===== src/rtl/chunk_add_ctrl_pkg.sv =====
// Shared definitions for the chunked-add sequencer: state encoding and
// the helper that sizes the slice index register.
package chunk_add_ctrl_pkg;

  typedef enum logic [1:0] {
    ST_IDLE = 2'd0,
    ST_RUN  = 2'd1,
    ST_DONE = 2'd2
  } state_e;

  // Index width for a slice counter: ceil(log2(chunks)), never below 1 so
  // that a single-slice configuration still has a legal register.
  function automatic int idx_width(input int chunks);
    int w;
    w = 0;
    for (int i = 0; i < 31; i++) begin
      if ((1 << i) < chunks) w = i + 1;
    end
    return (w < 1) ? 1 : w;
  endfunction

endpackage


===== src/rtl/chunk_add_ctrl_if.sv =====
// Bundle of the operand handshake, the external adder slice connection and
// the result handshake. The controller takes the slave view; the
// environment (stimulus source, adder slice, consumer) takes the master view.
interface chunk_add_ctrl_if #(
  parameter int n      = 2,
  parameter int CHUNKS = 4
);
  localparam int W = n * CHUNKS;

  // operand side
  logic         in_valid;
  logic         in_ready;
  logic [W-1:0] in_a;
  logic [W-1:0] in_b;
  logic         in_cin;
  // external adder slice
  logic [n-1:0] add_a;
  logic [n-1:0] add_b;
  logic         add_cin;
  logic [n-1:0] add_s;
  logic         add_cout;
  // result side
  logic         out_valid;
  logic         out_ready;
  logic [W-1:0] out_s;
  logic         out_cout;
  logic         out_ovf;
  logic         busy;

  modport master (
    output in_valid, in_a, in_b, in_cin, add_s, add_cout, out_ready,
    input  in_ready, add_a, add_b, add_cin, out_valid, out_s, out_cout,
           out_ovf, busy
  );

  modport slave (
    input  in_valid, in_a, in_b, in_cin, add_s, add_cout, out_ready,
    output in_ready, add_a, add_b, add_cin, out_valid, out_s, out_cout,
           out_ovf, busy
  );

endinterface


===== src/rtl/chunk_add_slice_mux.sv =====
// Picks the n-bit slice number idx_i out of a W-bit word. Out-of-range
// indices (non power-of-two CHUNKS) yield zero.
module chunk_add_slice_mux #(
  parameter int n      = 2,
  parameter int CHUNKS = 4,
  parameter int IDX_W  = 2
) (
  input  logic [n*CHUNKS-1:0] word_i,
  input  logic [IDX_W-1:0]    idx_i,
  output logic [n-1:0]        slice_o
);

  logic [n-1:0] slices [CHUNKS];

  genvar gi;
  generate
    for (gi = 0; gi < CHUNKS; gi++) begin : g_slice
      assign slices[gi] = word_i[gi*n +: n];
    end
  endgenerate

  // one-hot style compare keeps the select free of out-of-range indexing
  always_comb begin
    slice_o = '0;
    for (int i = 0; i < CHUNKS; i++) begin
      if (idx_i == IDX_W'(i)) slice_o = slices[i];
    end
  end

endmodule


===== src/rtl/chunk_add_ctrl.sv =====
// Wide adder sequencer: captures W-bit operands, feeds one n-bit slice per
// cycle (LSB first) to an external adder, chains the carry in a register and
// presents sum, carry-out and signed overflow on a valid/ready handshake.
module chunk_add_ctrl
  import chunk_add_ctrl_pkg::*;
#(
  parameter int n      = 2,
  parameter int CHUNKS = 4
) (
  input  logic             clk,
  input  logic             rst_n,
  chunk_add_ctrl_if.slave  bus
);

  localparam int W     = n * CHUNKS;
  localparam int IDX_W = idx_width(CHUNKS);
  localparam logic [IDX_W-1:0] LAST_IDX = IDX_W'(CHUNKS - 1);

  state_e           state_q, state_d;
  logic [IDX_W-1:0] idx_q, idx_d;
  logic             carry_q, carry_d;
  logic             cin_q, cin_d;
  logic [W-1:0]     a_q, a_d;
  logic [W-1:0]     b_q, b_d;
  logic [W-1:0]     res_q, res_d;

  logic [n-1:0]     a_slice;
  logic [n-1:0]     b_slice;

  logic             in_ready;
  logic             out_valid;
  logic             busy;
  logic [n-1:0]     add_a;
  logic [n-1:0]     add_b;
  logic             add_cin;

  chunk_add_slice_mux #(.n(n), .CHUNKS(CHUNKS), .IDX_W(IDX_W)) u_mux_a (
    .word_i  (a_q),
    .idx_i   (idx_q),
    .slice_o (a_slice)
  );

  chunk_add_slice_mux #(.n(n), .CHUNKS(CHUNKS), .IDX_W(IDX_W)) u_mux_b (
    .word_i  (b_q),
    .idx_i   (idx_q),
    .slice_o (b_slice)
  );

  // next-state and output decode; adder inputs come only from registers
  always_comb begin
    state_d   = state_q;
    idx_d     = idx_q;
    carry_d   = carry_q;
    cin_d     = cin_q;
    a_d       = a_q;
    b_d       = b_q;
    res_d     = res_q;
    in_ready  = 1'b0;
    out_valid = 1'b0;
    busy      = 1'b0;
    add_a     = '0;
    add_b     = '0;
    add_cin   = 1'b0;

    case (state_q)
      ST_IDLE: begin
        in_ready = 1'b1;
        if (bus.in_valid) begin
          a_d     = bus.in_a;
          b_d     = bus.in_b;
          cin_d   = bus.in_cin;
          idx_d   = '0;
          state_d = ST_RUN;
        end
      end

      ST_RUN: begin
        busy    = 1'b1;
        add_a   = a_slice;
        add_b   = b_slice;
        add_cin = (idx_q == '0) ? cin_q : carry_q;
        for (int i = 0; i < CHUNKS; i++) begin
          if (idx_q == IDX_W'(i)) res_d[i*n +: n] = bus.add_s;
        end
        carry_d = bus.add_cout;
        if (idx_q == LAST_IDX) begin
          state_d = ST_DONE;
        end else begin
          idx_d = idx_q + 1'b1;
        end
      end

      ST_DONE: begin
        out_valid = 1'b1;
        in_ready  = bus.out_ready;
        if (bus.out_ready) begin
          if (bus.in_valid) begin
            a_d     = bus.in_a;
            b_d     = bus.in_b;
            cin_d   = bus.in_cin;
            idx_d   = '0;
            state_d = ST_RUN;
          end else begin
            state_d = ST_IDLE;
          end
        end
      end

      default: state_d = ST_IDLE;
    endcase
  end

  // state and datapath registers
  always_ff @(posedge clk or negedge rst_n) begin
    if (!rst_n) begin
      state_q <= ST_IDLE;
      idx_q   <= '0;
      carry_q <= 1'b0;
      cin_q   <= 1'b0;
      a_q     <= '0;
      b_q     <= '0;
      res_q   <= '0;
    end else begin
      state_q <= state_d;
      idx_q   <= idx_d;
      carry_q <= carry_d;
      cin_q   <= cin_d;
      a_q     <= a_d;
      b_q     <= b_d;
      res_q   <= res_d;
    end
  end

  assign bus.in_ready  = in_ready;
  assign bus.out_valid = out_valid;
  assign bus.busy      = busy;
  assign bus.add_a     = add_a;
  assign bus.add_b     = add_b;
  assign bus.add_cin   = add_cin;

  // result outputs hold their values until the next operation overwrites them
  assign bus.out_s    = res_q;
  assign bus.out_cout = carry_q;
  assign bus.out_ovf  = (a_q[W-1] == b_q[W-1]) && (res_q[W-1] != a_q[W-1]);

endmodule


===== src/flat_wrapper.sv =====
// flat-port wrapper written by rule: the top's interface ports become plain ports
module chunk_add_ctrl_flat import chunk_add_ctrl_pkg::*;
#(
  parameter int n      = 2,
  parameter int CHUNKS = 4
)
  (clk, rst_n, bus_in_valid, bus_in_a, bus_in_b, bus_in_cin, bus_add_s, bus_add_cout, bus_out_ready, bus_in_ready, bus_add_a, bus_add_b, bus_add_cin, bus_out_valid, bus_out_s, bus_out_cout, bus_out_ovf, bus_busy);
  chunk_add_ctrl_if #(.n(n), .CHUNKS(CHUNKS)) bus_i ();
  input  logic clk;
  input  logic rst_n;
  input wire logic [$bits(bus_i.in_valid)-1:0] bus_in_valid;
  input wire logic [$bits(bus_i.in_a)-1:0] bus_in_a;
  input wire logic [$bits(bus_i.in_b)-1:0] bus_in_b;
  input wire logic [$bits(bus_i.in_cin)-1:0] bus_in_cin;
  input wire logic [$bits(bus_i.add_s)-1:0] bus_add_s;
  input wire logic [$bits(bus_i.add_cout)-1:0] bus_add_cout;
  input wire logic [$bits(bus_i.out_ready)-1:0] bus_out_ready;
  output wire logic [$bits(bus_i.in_ready)-1:0] bus_in_ready;
  output wire logic [$bits(bus_i.add_a)-1:0] bus_add_a;
  output wire logic [$bits(bus_i.add_b)-1:0] bus_add_b;
  output wire logic [$bits(bus_i.add_cin)-1:0] bus_add_cin;
  output wire logic [$bits(bus_i.out_valid)-1:0] bus_out_valid;
  output wire logic [$bits(bus_i.out_s)-1:0] bus_out_s;
  output wire logic [$bits(bus_i.out_cout)-1:0] bus_out_cout;
  output wire logic [$bits(bus_i.out_ovf)-1:0] bus_out_ovf;
  output wire logic [$bits(bus_i.busy)-1:0] bus_busy;
  assign bus_i.in_valid = bus_in_valid;
  assign bus_i.in_a = bus_in_a;
  assign bus_i.in_b = bus_in_b;
  assign bus_i.in_cin = bus_in_cin;
  assign bus_i.add_s = bus_add_s;
  assign bus_i.add_cout = bus_add_cout;
  assign bus_i.out_ready = bus_out_ready;
  assign bus_in_ready = bus_i.in_ready;
  assign bus_add_a = bus_i.add_a;
  assign bus_add_b = bus_i.add_b;
  assign bus_add_cin = bus_i.add_cin;
  assign bus_out_valid = bus_i.out_valid;
  assign bus_out_s = bus_i.out_s;
  assign bus_out_cout = bus_i.out_cout;
  assign bus_out_ovf = bus_i.out_ovf;
  assign bus_busy = bus_i.busy;
  chunk_add_ctrl #(.n(n), .CHUNKS(CHUNKS)) u_core (.clk(clk), .rst_n(rst_n), .bus(bus_i));
endmodule

===== config.mk =====
export PLATFORM = sky130hd
export DESIGN_NAME = chunk_add_ctrl_flat
export DESIGN_NICKNAME = d
export VERILOG_FILES = /design/src/rtl/chunk_add_ctrl_pkg.sv /design/src/rtl/chunk_add_ctrl_if.sv /design/src/rtl/chunk_add_slice_mux.sv /design/src/rtl/chunk_add_ctrl.sv /design/src/flat_wrapper.sv
export SDC_FILE = /design/constraint.sdc
export NUM_CORES = 1
export LEC_CHECK = 0
export ABC_AREA = 1
export BUFFER_PORTS_ARGS = -buffer_cell sky130_fd_sc_hd__buf_2
export CAP_MARGIN = 20
export CORE_UTILIZATION = 29
export DETAILED_ROUTE_END_ITERATION = 8
export MAX_ROUTING_LAYER = met4
export PLACE_DENSITY = 0.5
export SLEW_MARGIN = 20
export SYNTH_ARGS = -nofsm -noshare
export SYNTH_HDL_FRONTEND = slang
export SYNTH_SLANG_ARGS = --single-unit

===== constraint.sdc =====
create_clock -name clk -period 1.5 [get_ports clk]
set_clock_uncertainty 0.15 [all_clocks]
set_input_delay 0.15 -clock clk [delete_from_list [all_inputs] [get_ports clk]]
set_output_delay 0.15 -clock clk [all_outputs]
set_load 0.02 [all_outputs]

==> flow_summary.json, run 1 <==
{
  "grt_pass1_vias": 1397,
  "drt-initial-drc-count": 26,
  "syn-num-nets": 210,
  "die_area_sq_mm": 0.00527,
  "place_congestion": 0.737,
  "reg2reg_from": "u_core.state_q[0]$_DFFE_PN0P_",
  "area_growth_pct": 61.1,
  "cts-root-buf": "clkbuf_8",
  "p_per_area_mw_per_mm2": 2130,
  "cts_tree": "done",
  "numPlacedInstances": 297,
  "grt_pass1_wl_um": 6530,
  "h-tree-depth": 2,
  "hpwlAfterDp_um": 2630,
  "fin_crit_sh": 1.19,
  "synth_top_family_by_area": "simple AND/OR/NAND/NOR gates",
  "synth-xor-area-share": 0,
  "nets": 292,
  "p_leak_uw": 0.00121,
  "maxSlewViolCount": 0,
  "final_area_sq_mm": 0.00233,
  "p_clk_frac": 0.127,
  "grt_use_total": 0.172,
  "drive_gt1_frac": 0.369,
  "crit_fanout": 6,
  "startpoint_type": "flop",
  "holdWs_ns": 0.0276,
  "wl_per_cell_um": 11.6,
  "yosys_warnings": 0,
  "start_util": 0.304,
  "clockBufferDepth": 2,
  "crit_end": "bus_add_b[1]",
  "portBuffers": 41,
  "fin_ws_ns": -0.292,
  "die_x_um": 72.6,
  "synth.area.top_cells": "dfrtp_1 (52%), nand2_1 (18%), nand3_1 (8.3%)",
  "wl_um": 3830,
  "vias": 1418,
  "netlist_area_sq_mm": 0.00145,
  "std_cell_rows": 25,
  "yosysTopAreaCell": "dfrtp_1",
  "num-fill-cells": 494,
  "critical_path_class": "reg2out",
  "worst_ep_required_time_ns": 1.20,
  "syn_avg_cell_area_sq_um": 7.94,
  "violations": "setup timing",
  "intPower_uw": 2870,
  "r2r_end": "u_core.bus.out_s[1]$_DFFE_PN0P_",
  "place_area_sq_mm": 0.00183,
  "core-area_sq_mm": 0.00475,
  "route.detailed.drc": 0,
  "finalSetupViolations": 7,
  "dr.pass1.iters": 4,
  "grt_overflow": 0,
  "ir_worst_vdd_mv": 0.794,
  "pwr-share-comb": 0.572,
  "ys_seq_elements": 30,
  "max_freq_mhz": 558,
  "worst_slew_pin_slew_ns": 0.391,
  "worstSetupStartpoint": "u_core.idx_q[0]$_DFFE_PN0P_",
  "synth-simple-area-share": 0.326,
  "cts_buffers": 5,
  "pre_cts_slack_ns": -0.128,
  "yosys-mux-area-fraction": 0,
  "clk_latency_ns": 0.28,
  "period_minus_slack_ns": 1.79,
  "antenna_found_initial": 0,
  "synth_adder_area_share": 0.0346,
  "slew_headroom": 0.739,
  "synth_seq_area_share": 0.519,
  "cp.arrival_ns": 1.49,
  "worstRegToRegCells": 8,
  "via_per_inst": 4.30,
  "hold_path.class": "in2reg",
  "die-height_um": 72.6,
  "ant_nets": 0,
  "seqPwrFrac": 0.301,
  "synthDistinctLibCells": 14,
  "finalNonFillerCells": 330,
  "switching_share": 0.422,
  "synth.top_cell.area_share": 0.519,
  "rsz0062_at_grt": "true",
  "rrSetupSlack_ns": 0.08,
  "netSwitchingPower_uw": 2100,
  "clkSinkCount": 30,
  "diodes": 0,
  "final-hold-violation-count": 0,
  "cts.clk_slew.worst_paths_ns": 0.06,
  "synth_compound_area_frac": 0.0615,
  "status": "complete, but fails checks",
  "end_kind": "primary output",
  "maxCapViolCount": 0,
  "grt_max_degree": 18,
  "synth_cells": 182,
  "pin_count": 42
}
## Yosys cell counts
| master | n |
|---|---|
| buf_2 | 4 |
| a21oi_1 | 6 |
| dfrtp_1 | 30 |
| nand3_1 | 24 |
| inv_1 | 15 |
| o21ai_0 | 10 |
| nand2_2 | 1 |
| nor2_1 | 13 |
| nor2_4 | 1 |
| a21oi_2 | 1 |
| nand2_1 | 70 |
| buf_4 | 1 |
| nand2_4 | 2 |
| ha_1 | 4 |
## flip-flops by register name, indices dropped and copies added (netlist names)
register / cells
u_core.a_q: 8
u_core.b_q: 8
u_core.bus.out_s: 8
u_core.idx_q: 2
u_core.state_q: 2
u_core.bus.out_cout: 1
u_core.cin_q: 1
## through the flow
stage,setup TNS [ns],utilization,power (uW)
global placement,-0.427,0.384,3630
detailed placement,-0.527,0.384,3650
CTS,-1.50,0.467,4710
floorplan,0,-,2830
global route,-1.98,0.490,5400
finish,-1.39,0.490,4970
## worst max-delay path, cell delays in order (launching register included)
cell,delay [ns]
dfrtp_2,0.48
inv_4,0.11
ha_4,0.19
inv_4,0.06
nor2_2,0.08
nor2_1,0.04
nand2_1,0.07
nand2_2,0.06
buf_6,0.12
## worst min path at each step
stage	from	cells past startpoint	to	slack (ns)
floorplan	rst_n	0	u_core.a_q[0]$_DFFE_PN0P_	-0.30
global placement	rst_n	1	u_core.bus.out_s[4]$_DFFE_PN0P_	-0.05
detailed placement	rst_n	1	u_core.bus.out_s[4]$_DFFE_PN0P_	-0.05
CTS	bus_out_ready	4	u_core.state_q[1]$_DFFE_PN0P_	0.03
global route	bus_add_s[0]	3	u_core.bus.out_s[0]$_DFFE_PN0P_	0.03
finish	bus_add_s[0]	3	u_core.bus.out_s[4]$_DFFE_PN0P_	0.03
## cell type report
type,count,area (sq um),area share
Tap cell,67,83.8,0.0360
Timing Repair Buffer,80,639,0.275
Multi-Input combinational cell,132,707,0.304
Clock buffer,6,82.6,0.0355
Inverter,15,61.3,0.0263
Sequential cell,30,754,0.324
## metal layers
metal,track usage,share of wire,vias to the layer above
met1,0.199,0.45,645
met4,0.0523,0.011,0
met3,0.0580,0.043,5
met2,0.281,0.49,31
li1,-,-,737
met5,-,0,-
## layout by cell type (no fill, tap or decap), drive strengths merged
cell	n
dfrtp	30
buf	61
dlygate4sd3	19
nor2	14
nand3	24
clkbuf	6
a21oi	7
o21ai	10
nand2	73
ha	4
inv	15
## power groups by stage
| stage | sequential, uW | clock, uW | combinational (uW) |
|---|---|---|---|
| final | 1500 | 630 | 2840 |
| after global routing | 1540 | 699 | 3160 |
| after CTS | 1490 | 659 | 2550 |
| after detailed placement | 1460 | 0 | 2190 |
| after global placement | 1470 | 0 | 2160 |
| after floorplan | 1560 | 0 | 1270 |
## logic make-up (layout without fill, tap and decap cells)
| group | count (synthesis) | count (layout) |
|---|---|---|
| flip-flops | 30 | 30 |
| AND/OR/NAND/NOR | 111 | 111 |
| AO/OA/AOI/OAI | 17 | 17 |
| buffers and inverters | 20 | 101 |
| adder cells (fa/ha/maj) | 4 | 4 |
## repair_timing
item                                    4_1_cts  5_1_grt
setup buffers                                 2        6
gates resized for setup                      33       21
endpoints found under the setup margin        9        8
hold endpoints to repair                     48        0
hold buffers                                 19        0
pin swaps                                     8       10
(Power assumes the default switching activity.)
==> run 2, diff against run 1 <==
--- a/config.mk
+++ b/config.mk
@@ -6,9 +6,10 @@
 export NUM_CORES = 1
 export LEC_CHECK = 0
 export ABC_AREA = 1
-export BUFFER_PORTS_ARGS = -buffer_cell sky130_fd_sc_hd__buf_2
+export BUFFER_PORTS_ARGS = -buffer_cell sky130_fd_sc_hd__clkbuf_2
 export CAP_MARGIN = 20
 export CORE_UTILIZATION = 29
+export CTS_CLUSTER_SIZE = 30
 export DETAILED_ROUTE_END_ITERATION = 8
 export MAX_ROUTING_LAYER = met4
 export PLACE_DENSITY = 0.5
==> run 2 against run 1 <==
Net effect:
- the run still ends with setup timing left
- setup slack worse by 0.0089 ns
- final area decreased by 0.27%
- via count increased by 0.35%
- global-route usage fell by 0.44 points
- highest routed layer unchanged
==> flow_summary.json, run 2 (same netlist as run 1, synthesis figures left out) <==
{
  "clockBufferDepth": 2,
  "rrSetupSlack_ns": 0.08,
  "maxCapViolCount": 0,
  "min-delay-start": "bus_add_s[0]",
  "intPower_uw": 2830,
  "cts_tree": "done",
  "core-area_sq_mm": 0.00475,
  "cts_buffers": 5,
  "critical_path_class": "reg2out",
  "h-tree-depth": 2,
  "vias": 1423,
  "via_per_inst": 4.33,
  "rsz0062_at_grt": "true",
  "final_common_cell": "nand2_1",
  "finalSetupViolations": 7,
  "p_clk_frac": 0.122,
  "netSwitchingPower_uw": 2120,
  "grt_use_total": 0.167,
  "worst_slew_pin_slew_ns": 0.407,
  "worst_ep_required_time_ns": 1.20,
  "fin_crit_sh": 1.20,
  "ant_nets": 0,
  "switching_share": 0.429,
  "route.detailed.drc": 0,
  "cts-root-buf": "clkbuf_8",
  "startpoint_type": "flop",
  "start_util": 0.304,
  "pin_count": 42,
  "nets": 290,
  "final-hold-violation-count": 0,
  "violations": "setup timing",
  "final_cell_mix": "nand2_1 (69), clkbuf_2 (33), dfrtp_1 (27)",
  "slew_headroom": 0.729,
  "p_total_uw": 4950,
  "r2r_end": "u_core.a_q[2]$_DFFE_PN0P_",
  "maxSlewViolCount": 0,
  "grt_pass1_vias": 1446,
  "grt_max_degree": 18,
  "seqPwrFrac": 0.304,
  "clk_latency_ns": 0.28,
  "drive_gt1_frac": 0.340,
  "final_area_sq_mm": 0.00232,
  "area_growth_pct": 60.7,
  "critical-path-max-stage-delay_ns": 0.47,
  "worstRegToRegCells": 6,
  "whs_endpoint": "u_core.bus.out_s[2]$_DFFE_PN0P_",
  "grt_pass1_wl_um": 6400,
  "p_per_area_mw_per_mm2": 2130,
  "cts.clk_slew.worst_paths_ns": 0.06,
  "pwr-share-comb": 0.573,
  "end_kind": "primary output",
  "crit_fanout": 6,
  "hpwlAfterDp_um": 2620,
  "portBuffers": 41,
  "reg2reg_from": "u_core.state_q[1]$_DFFE_PN0P_",
  "die_area_sq_mm": 0.00527,
  "die-height_um": 72.6,
  "p_leak_uw": 0.00121,
  "max_freq_mhz": 555,
  "antenna_found_initial": 0,
  "cp.arrival_ns": 1.50,
  "clkSinkCount": 30,
  "dr.pass1.iters": 4,
  "grt_overflow": 0,
  "die_x_um": 72.6,
  "path_cells": "inv_4 -> ha_4 -> inv_6 -> nor2_1 -> nor2_1 -> nand2_1 -> nand2_1 -> buf_4",
  "place_area_sq_mm": 0.00183,
  "crit_family": "flip-flops",
  "hold_path.class": "in2reg",
  "status": "complete, but fails checks",
  "diodes": 0,
  "slowest_stage": "dfrtp_2",
  "wl_um": 3820,
  "period_minus_slack_ns": 1.80,
  "critPathBufInv": 3,
  "fin_ws_ns": -0.301,
  "place_congestion": 0.725,
  "wl_per_cell_um": 11.6,
  "ir_worst_vdd_mv": 0.879,
  "std_cell_rows": 25,
  "whs_path_depth": 3,
  "drt-initial-drc-count": 46
}
==> run 2: cell types whose count changed in the layout (fill, tap and decap cells not counted), sizes merged <==
cell and delta:
clkbuf +36, buf -37
==> run 2: worst max-delay path by stage <==
stage	from	slack, ns	depth (start not counted)	end
after global placement	u_core.idx_q[0]$_DFFE_PN0P_	-0.13	8	bus_add_a[1]
after global routing	u_core.idx_q[0]$_DFFE_PN0P_	-0.37	8	bus_add_b[1]
final	u_core.idx_q[0]$_DFFE_PN0P_	-0.30	8	bus_add_a[1]
after floorplan	u_core.state_q[1]$_DFFE_PN0P_	0.06	3	bus_add_cin
after detailed placement	u_core.idx_q[0]$_DFFE_PN0P_	-0.16	8	bus_add_b[1]
after CTS	u_core.idx_q[0]$_DFFE_PN0P_	-0.29	7	bus_add_b[1]
==> run 2: stage by stage <==
step                      setup slack, ns  std cells  TNS [ns]  hold WS [ns]  utilization
after global placement             -0.134        297    -0.527       -0.0466        0.384
after CTS                          -0.293        325     -1.51        0.0168        0.466
after detailed placement           -0.155        297    -0.591       -0.0438        0.384
after floorplan                    0.0619        182         0        -0.296            -
final                              -0.301        329     -1.35        0.0231        0.488
after global routing               -0.370        329     -1.83        0.0375        0.488
==> run 2: area by class of cell <==
type	instances	area (sq um)
well taps	67	83.8
repair buffers	78	629
multi-input cells	132	709
clock buffers	7	76.3
inverters	15	68.8
fillers	480	2430
flip-flops and latches	30	754
==> run 2: power by group through the flow <==
| stage | Clock [uW] | Combinational [uW] | Sequential [uW] |
|---|---|---|---|
| floorplan | 0 | 1270 | 1560 |
| global route | 672 | 3170 | 1550 |
| detailed placement | 0 | 2190 | 1460 |
| finish | 606 | 2840 | 1510 |
| global placement | 0 | 2160 | 1470 |
| CTS | 621 | 2540 | 1500 |
==> run 2: tightest hold or removal path: stages <==
cell and delay (ns):
clkbuf_2 0.08, inv_1 0.09, o21ai_0 0.09
==> run 2: repair_timing <==
| item | 4_1_cts | 5_1_grt |
|---|---|---|
| setup buffers | 2 | 4 |
| endpoints found under the hold margin | 48 | 0 |
| endpoints found under the setup margin | 7 | 8 |
| pin swaps | 7 | 8 |
| hold buffers | 19 | 0 |
| gates resized for setup | 28 | 29 |
==> run 2: routing by layer <==
metal  track usage  vias to the layer above  routed length (um)
met5             -                        -                   0
met4        0.0458                        0                  34
met3        0.0552                        6                 165
met2         0.269                       36                1880
met1         0.202                      648                1730
li1              -                      733                   -
